<file path="src/rtl/vram_arbiter.sv">
// Single-port framebuffer arbiter: video scan-out reads take absolute priority,
// the CPU load/store port is served on every other cycle via req/ack.
module vram_arbiter #(
  parameter int FB_W   = 160,
  parameter int FB_H   = 120,
  parameter int SCALE  = 4,
  parameter int PIX_W  = 12,
  parameter int ADDR_W = 15
) (
  input  logic              clk,
  input  logic              reset,
  input  logic [9:0]        x,
  input  logic [9:0]        y,
  input  logic              video_on,
  input  logic              hsync_in,
  input  logic              vsync_in,
  input  logic              cpu_req,
  input  logic              cpu_we,
  input  logic [ADDR_W-1:0] cpu_addr,
  input  logic [PIX_W-1:0]  cpu_wdata,
  output logic              cpu_ack,
  output logic [PIX_W-1:0]  cpu_rdata,
  output logic              ram_en,
  output logic              ram_we,
  output logic [ADDR_W-1:0] ram_addr,
  output logic [PIX_W-1:0]  ram_wdata,
  input  logic [PIX_W-1:0]  ram_rdata,
  output logic [PIX_W-1:0]  rgb,
  output logic              hsync,
  output logic              vsync,
  output logic              video_out
);

  localparam int                SH      = $clog2(SCALE);
  localparam logic [9:0]        X_MASK  = 10'(SCALE - 1);
  localparam logic [9:0]        FB_W_X  = 10'(FB_W);
  localparam logic [9:0]        FB_H_Y  = 10'(FB_H);
  localparam logic [ADDR_W-1:0] FB_W_A  = ADDR_W'(FB_W);
  localparam logic [ADDR_W:0]   FB_SZ   = (ADDR_W + 1)'(FB_W * FB_H);

  typedef enum logic {S_IDLE, S_ACK} state_t;

  state_t             state_q, state_d;
  logic               ack_rd_q, ack_rd_d;
  logic               grant;

  logic [9:0]         xs, ys;
  logic               in_fb, vslot, cpu_in_range;
  logic [ADDR_W-1:0]  vaddr;

  logic               vrd_p1_q, vrd_p1_d;
  logic               border_p1_q, border_p1_d;
  logic               von_p1_q, von_p1_d;
  logic               hs_p1_q, hs_p1_d;
  logic               vs_p1_q, vs_p1_d;
  logic [PIX_W-1:0]   pix_p2_q, pix_p2_d;
  logic               von_p2_q, von_p2_d;
  logic               hs_p2_q, hs_p2_d;
  logic               vs_p2_q, vs_p2_d;

  // Scaled framebuffer coordinates; SCALE is a power of two so division is a shift.
  assign xs           = x >> SH;
  assign ys           = y >> SH;
  assign in_fb        = (xs < FB_W_X) && (ys < FB_H_Y);
  assign vslot        = video_on && ((x & X_MASK) == 10'd0) && in_fb;
  assign vaddr        = ADDR_W'(ys) * FB_W_A + ADDR_W'(xs);
  assign cpu_in_range = {1'b0, cpu_addr} < FB_SZ;

  always_comb begin
    state_d  = state_q;
    ack_rd_d = ack_rd_q;
    grant    = 1'b0;
    case (state_q)
      S_IDLE: begin
        if (cpu_req && !vslot) begin
          grant    = 1'b1;
          state_d  = S_ACK;
          ack_rd_d = !cpu_we && cpu_in_range;
        end
      end
      S_ACK:   state_d = S_IDLE;
      default: state_d = S_IDLE;
    endcase
  end

  // RAM port mux: video slot wins, an out-of-range CPU grant leaves the port idle.
  always_comb begin
    ram_en    = 1'b0;
    ram_we    = 1'b0;
    ram_addr  = '0;
    ram_wdata = '0;
    if (!reset) begin
      if (vslot) begin
        ram_en   = 1'b1;
        ram_addr = vaddr;
      end else if (grant && cpu_in_range) begin
        ram_en    = 1'b1;
        ram_we    = cpu_we;
        ram_addr  = cpu_addr;
        ram_wdata = cpu_wdata;
      end
    end
  end

  assign cpu_ack   = (state_q == S_ACK) && !reset;
  assign cpu_rdata = (cpu_ack && ack_rd_q) ? ram_rdata : '0;

  // Stage p1: fetch issued, RAM data arrives this stage.
  always_comb begin
    vrd_p1_d    = vslot;
    border_p1_d = video_on && !in_fb;
    von_p1_d    = video_on;
    hs_p1_d     = hsync_in;
    vs_p1_d     = vsync_in;
  end

  // Stage p2: pixel captured and held for SCALE columns; border forces black.
  always_comb begin
    pix_p2_d = pix_p2_q;
    if (vrd_p1_q)         pix_p2_d = ram_rdata;
    else if (border_p1_q) pix_p2_d = '0;
    von_p2_d = von_p1_q;
    hs_p2_d  = hs_p1_q;
    vs_p2_d  = vs_p1_q;
  end

  always_ff @(posedge clk) begin
    if (reset) begin
      state_q     <= S_IDLE;
      ack_rd_q    <= 1'b0;
      vrd_p1_q    <= 1'b0;
      border_p1_q <= 1'b0;
      von_p1_q    <= 1'b0;
      hs_p1_q     <= 1'b1;
      vs_p1_q     <= 1'b1;
      pix_p2_q    <= '0;
      von_p2_q    <= 1'b0;
      hs_p2_q     <= 1'b1;
      vs_p2_q     <= 1'b1;
    end else begin
      state_q     <= state_d;
      ack_rd_q    <= ack_rd_d;
      vrd_p1_q    <= vrd_p1_d;
      border_p1_q <= border_p1_d;
      von_p1_q    <= von_p1_d;
      hs_p1_q     <= hs_p1_d;
      vs_p1_q     <= vs_p1_d;
      pix_p2_q    <= pix_p2_d;
      von_p2_q    <= von_p2_d;
      hs_p2_q     <= hs_p2_d;
      vs_p2_q     <= vs_p2_d;
    end
  end

  assign rgb       = von_p2_q ? pix_p2_q : '0;
  assign hsync     = hs_p2_q;
  assign vsync     = vs_p2_q;
  assign video_out = von_p2_q;

endmodule
</file>
<file path="config.mk">
export PLATFORM = sky130hd
export DESIGN_NAME = vram_arbiter
export DESIGN_NICKNAME = d
export VERILOG_FILES = /design/src/rtl/vram_arbiter.sv
export SDC_FILE = /design/constraint.sdc
export NUM_CORES = 1
export LEC_CHECK = 0
export ABC_AREA = 0
export CORE_ASPECT_RATIO = 0.75
export CORE_MARGIN = 4
export CORE_UTILIZATION = 36
export DETAILED_ROUTE_END_ITERATION = 8
export MAX_ROUTING_LAYER = met4
export PLACE_DENSITY = 0.88
export SLEW_MARGIN = 20
export SYNTH_ARGS = -nofsm -noshare
export SYNTH_HDL_FRONTEND = slang
export SYNTH_SLANG_ARGS = --single-unit
</file>
<file path="constraint.sdc">
create_clock -name clk -period 6.01 [get_ports clk]
set_input_delay 1.5025 -clock clk [delete_from_list [all_inputs] [get_ports clk]]
set_output_delay 1.5025 -clock clk [all_outputs]
set_load 0.005 [all_outputs]
</file>
==> flow_metrics.env, run 1 <==
export IMPL_cts_tree="built"
export IMPL_globalplace_congestion=0.856
export IMPL_drive_above_1_share_pct=16.8
export IMPL_hpwl_microns=5280
export IMPL_setup_violations=0
export IMPL_clk_pin_slew_ps=80
export IMPL_cts_max_level=1
export IMPL_cts_hold_fix_buffers=0
export IMPL_antenna_found_initial=0
export IMPL_antenna_cells=0
export IMPL_die_area_sq_um=6310
export IMPL_pin_count=123
export IMPL_top_layer_used="met4"
export IMPL_maxSlewViolCount=0
export IMPL_cp_required_ps=4510
export IMPL_cts_sinks=22
export IMPL_p_leak_nw=1.47
export IMPL_fmax_ghz=0.167
export IMPL_portBuffers=120
export IMPL_dp_cells=428
export IMPL_drc=0
export IMPL_whs_ps=418
export IMPL_min_period_ps=5980
export IMPL_syn_to_final_growth_pct=87.1
export IMPL_ant_nets=0
export IMPL_r2r_slack_ps=4730
export IMPL_final_design_area_no_fill_sq_um=3430
export IMPL_reg2reg_from="vrd_p1_q"
export IMPL_slew_headroom_pct=50.1
export IMPL_vias_per_cell=5.27
export IMPL_synth_top_area_share_pct=24.0
export IMPL_syn_area_per_cell_sq_um=7.97
export IMPL_min_from="vs_p1_q"
export IMPL_wl_per_cell_microns=15.2
export IMPL_crit_chain="dlygate4sd2_1 > ha_2 > ha_4 > inv_2 > fa_2 > nand2b_4 > or4_4 > or3_4 > or4_4 > a311oi_2 > buf_2"
export IMPL_maxCapViolations=0
export IMPL_clockBufferDepth=2
export IMPL_core_sq_um=4900
export IMPL_final_period_utilization_pct=99.6
export IMPL_die_x_microns=90.4
export IMPL_wl_met3_microns=579
export IMPL_grt_overflow_total=0
export IMPL_finalHoldViolations=0
export IMPL_hp_class="register to register"
export IMPL_numCtsBuffers=3
export IMPL_fin_cells=434
export IMPL_post_dp_cell_area_sq_um=3300
export IMPL_syn_nets=313
export IMPL_status="finished clean"
export IMPL_ys_seq_area_share_pct=24.0
export IMPL_fp_dieH_microns=69.8
export IMPL_synth_edff_count=0
export IMPL_vdd_drop_max_v=0.0000651
export IMPL_clock_skew_ps=3.12
export IMPL_vias=2287
export IMPL_drt_pre_antenna_iters=4
export IMPL_syn_cell_area_sq_um=1830
export IMPL_path_max_fanout=2
export IMPL_synth_seq_cells=22
export IMPL_power_density_nw_per_um2=137
export IMPL_r2r_cells=3
export IMPL_ctsRootBufferMaster="clkbuf_8"
export IMPL_holdPathStages=1
export IMPL_layout_nets=458
export IMPL_crit_path_frequent_cell="or4_4"
export IMPL_clock_latency_ps=260
export IMPL_slowest_delay_ps=470
export IMPL_yosysTopAreaCell="dfxtp_1"
export IMPL_cp_end_kind="output port"
export IMPL_wl_met2_microns=3020
export IMPL_grt_max_degree=26
export IMPL_critPathKind="primary input to output port"
export IMPL_track_usage_pct=20.6
export IMPL_rows=22
export IMPL_startpoint="y[2]"
export IMPL_grt_pass1_wl_microns=10500
export IMPL_worstMarginPinSlew_ps=748
export IMPL_ys_async_sr_fraction_pct=0
export IMPL_wl_met1_microns=2830
export IMPL_initial_core_util_pct=37.4
export IMPL_crit_arrival_ps=4480
export IMPL_start_kind="primary input"
export IMPL_drt_iter0_drc=106
export IMPL_cpMaxStageDelayCell="or4_4"
export IMPL_wl_microns=6610
export IMPL_grt_pass1_vias=2365
export IMPL_yosys_cell_types_count=41
export IMPL_yosysWarnings=0
export IMPL_syn_inst=230
export IMPL_yosys_most_used_dff="dfxtp_1"
export IMPL_synthTopCellsByArea="dfxtp_1, ha_1, and3_1"
==> area by class of cell <==
class	instances	area, sq um
fill	394	1470
sequential	22	440
multi-input combinational	187	1400
tap	60	75.1
timing repair buffer	154	1440
inverter	7	26.3
clock buffer	4	55.1
==> registers in the layout, summed over array words and instances (netlist names) <==
name / count
vrd_p1_q: 1
pix_p2_q: 12
video_out: 1
ack_rd_q: 1
state_q: 1
vsync: 1
border_p1_q: 1
vs_p1_q: 1
hsync: 1
von_p1_q: 1
hs_p1_q: 1
==> synthesized netlist by cell type (all sizes together) (2+ instances only) <==
cell	instances
a311oi	2
nor2b	6
a22o	5
and2	14
nor2	30
a21oi	17
a211o	2
clkbuf	14
dfxtp	22
fa	2
nor3b	14
or2	5
and3	25
ha	15
xnor2	6
or4	2
a211oi	7
o21ai	5
a22oi	4
nand2b	2
inv	7
xor2	3
a21o	2
nor3	2
o2111a	2
==> layout by cell type (no fill, tap or decap), types with 5 or more instances in the layout <==
cell type / count
xnor2_1: 6
a211oi_1: 6
dfxtp_1: 22
nor3b_1: 14
ha_1: 10
nor2b_1: 6
dlygate4sd2_1: 5
nor2_1: 30
a22o_1: 5
and3_1: 25
buf_4: 34
a21oi_1: 17
inv_1: 5
and2_1: 14
clkdlybuf4s50_1: 111
or2_2: 5
==> cells by family after synthesis <==
group | synth area share, %
AO/OA/AOI/OAI | 21.5
XOR/XNOR | 4.30
adder cells (fa/ha/maj) | 12.4
buffers and inverters | 4.30
flip-flops | 24.0
AND/OR/NAND/NOR | 33.4
==> stage by stage <==
stage | worst slack, ps | total power [mW] | TNS [ps] | util, %
floorplan | 262 | 0.239 | 0 | -
global placement | -764 | 0.345 | -1590 | 67.3
detailed placement | -871 | 0.351 | -1840 | 67.3
CTS | 19.9 | 0.461 | 0 | 69.3
global route | -47.1 | 0.497 | -47.1 | 70.0
finish | 26.5 | 0.470 | 0 | 70.0
==> repair_timing <==
| item | CTS | global route |
|---|---|---|
| setup endpoints to repair | 4 | 4 |
| setup buffers | 1 | 1 |
| pin swaps | 9 | 4 |
| resized for setup | 22 | 9 |
| hold endpoints to repair | 0 | 0 |
==> power breakdown <==
part           total (mW)  internal [mW]  switching, mW
Sequential          0.153          0.149        0.00399
Clock               0.104         0.0584         0.0458
Combinational       0.213          0.126         0.0865
Total               0.470          0.334          0.136
==> worst max-delay path: cells and delay by family <==
| family | cells | cell delay (ps) |
|---|---|---|
| buf+inv | 3 | 450 |
| simple gates | 4 | 1410 |
| compound gates | 1 | 280 |
| fa+ha+maj | 3 | 840 |
==> worst paths after layout <==
check                               endpoint
worst max-delay path            ram_addr[14]
worst min-delay path                   vsync
worst max register to register   pix_p2_q[8]
worst min register to register         vsync
==> metal layers <==
| layer | GRT usage (%) | up-vias |
|---|---|---|
| li1 | - | 1125 |
| met1 | 22.3 | 1026 |
| met2 | 35.6 | 115 |
| met3 | 6.40 | 21 |
| met4 | 7.30 | 0 |
| met5 | - | - |
Power figures use the tool's default switching activity.
==> inputs of run 2 (changes only) <==
Settings changed: SKIP_LAST_GASP set to 1.
==> run 2 against run 1 <==
Effect of this change: die area did not move; via count grew 0.35%; non-clock buffer count stayed put; sequential share of layout area stayed put; clock power is essentially flat; sequential power about the same.
==> flow_metrics.env, run 2 (synthesized netlist as in run 1, its figures left out) <==
export IMPL_finalHoldViolations=0
export IMPL_final_cell_mix="clkdlybuf4s50_1, buf_4, nor2_1"
export IMPL_critPathKind="primary input to output port"
export IMPL_grt_pass1_wl_microns=10500
export IMPL_path_max_fanout=2
export IMPL_vias=2295
export IMPL_antenna_found_initial=0
export IMPL_reg2reg_from="vrd_p1_q"
export IMPL_initial_core_util_pct=37.4
export IMPL_numCtsBuffers=3
export IMPL_crit_path_frequent_cell="or4_4"
export IMPL_portBuffers=120
export IMPL_min_from="vs_p1_q"
export IMPL_vias_per_cell=5.29
export IMPL_power_density_nw_per_um2=137
export IMPL_antenna_cells=0
export IMPL_largest_register="pix_p2_q"
export IMPL_die_area_sq_um=6310
export IMPL_layout_nets=458
export IMPL_grt_max_degree=26
export IMPL_grt_overflow_total=0
export IMPL_status="finished clean"
export IMPL_fp_dieH_microns=69.8
export IMPL_layout_commonest_cell="clkdlybuf4s50_1"
export IMPL_hp_class="register to register"
export IMPL_largest_register_ffs=12
export IMPL_grt_pass1_vias=2365
export IMPL_clockBufferDepth=2
export IMPL_core_sq_um=4900
export IMPL_crit_arrival_ps=4480
export IMPL_maxCapViolations=0
export IMPL_wl_microns=6620
export IMPL_fill_cells=394
export IMPL_cp_end_kind="output port"
export IMPL_rsz0062_at_grt="true"
export IMPL_cts_tree="built"
export IMPL_p_leak_nw=1.47
export IMPL_final_period_utilization_pct=99.6
export IMPL_cpMaxStageDelayCell="or4_4"
export IMPL_drive_above_1_share_pct=16.8
export IMPL_hpwl_microns=5280
export IMPL_maxSlewViolCount=0
export IMPL_start_kind="primary input"
export IMPL_die_x_microns=90.4
export IMPL_wl_per_cell_microns=15.3
export IMPL_drc=0
export IMPL_vdd_drop_max_v=0.0000651
export IMPL_slew_headroom_pct=50.1
export IMPL_cts_hold_fix_buffers=0
export IMPL_fmax_ghz=0.167
export IMPL_worstMarginPinSlew_ps=748
export IMPL_setup_violations=0
export IMPL_setup_slack_ps=26.5
export IMPL_crit_chain="dlygate4sd2_1 > ha_2 > ha_4 > inv_2 > fa_2 > nand2b_4 > or4_4 > or3_4 > or4_4 > a311oi_2 > buf_2"
export IMPL_ctsRootBufferMaster="clkbuf_8"
export IMPL_ant_nets=0
export IMPL_fin_cells=434
export IMPL_cts_sinks=22
export IMPL_cp_required_ps=4510
export IMPL_track_usage_pct=20.6
export IMPL_min_period_ps=5980
export IMPL_dp_cells=428
export IMPL_clock_skew_ps=3.12
export IMPL_slowest_delay_ps=470
export IMPL_startpoint="y[2]"
export IMPL_cts_max_level=1
export IMPL_globalplace_congestion=0.856
export IMPL_dp_slack_ps=-871
export IMPL_drt_iter0_drc=111
export IMPL_clock_latency_ps=260
export IMPL_syn_to_final_growth_pct=87.1
export IMPL_drt_pre_antenna_iters=4
export IMPL_pin_count=123
export IMPL_clk_pin_slew_ps=80
export IMPL_rows=22
==> run 2: cell count changes in the layout (fill, tap and decap cells not counted) <==
cell and delta:
o21ai_0 +1, o21ai_1 -1
==> run 2: through the flow <==
stage,hold WS (ps),area (sq um),TNS [ps],power [mW],utilization [%]
2_1_floorplan,389,1830,0,0.239,-
3_3_place_gp,393,3300,-1590,0.345,67.3
3_5_place_dp,399,3300,-1840,0.351,67.3
4_1_cts,420,3390,0,0.461,69.3
5_1_grt,425,3430,-47.1,0.497,70.0
6_report,418,3430,0,0.470,70.0
==> run 2: final timing paths <==
check / cells past startpoint / slack, ps / end
worst max-delay path: 11 / 30 / ram_addr[14]
worst min-delay path: 1 / 420 / vsync
worst max register to register: 3 / 4730 / pix_p2_q[8]
worst min register to register: 1 / 420 / vsync
==> run 2: cell type report <==
type                       instances  area (sq um)  area share [%]
timing repair buffer             154          1440            41.9
multi-input combinational        187          1400            40.7
sequential                        22           440            12.8
tap                               60          75.1            2.19
clock buffer                       4          55.1            1.61
inverter                           7          26.3           0.766
==> run 2: routing by layer <==
layer	up-vias	track usage, %	wire length (microns)
met5	-	-	0
li1	1125	-	-
met4	0	7.30	180
met1	1034	22.3	2840
met3	21	6.40	579
met2	115	35.6	3030
==> run 2: report_power, final <==
group / switching, mW / leakage (nW) / total (mW) / internal [mW]
combinational: 0.0865 / 1.26 / 0.213 / 0.126
sequential: 0.00399 / 0.179 / 0.153 / 0.149
clock: 0.0458 / 0.0288 / 0.104 / 0.0584
==> run 2: what timing repair did <==
action	in CTS	in global routing
endpoints found under the hold margin	0	0
pin swaps	9	4
setup buffers	1	1
gates resized for setup	22	8
endpoints found under the setup margin	4	4
==> run 2: worst max-delay path: cells and delay by family <==
family / cells / cell delay (ps)
and+or+nand+nor: 4 / 1410
adders and majority gates: 3 / 840
buffers and inverters: 3 / 450
AOI/OAI and AO/OA: 1 / 280
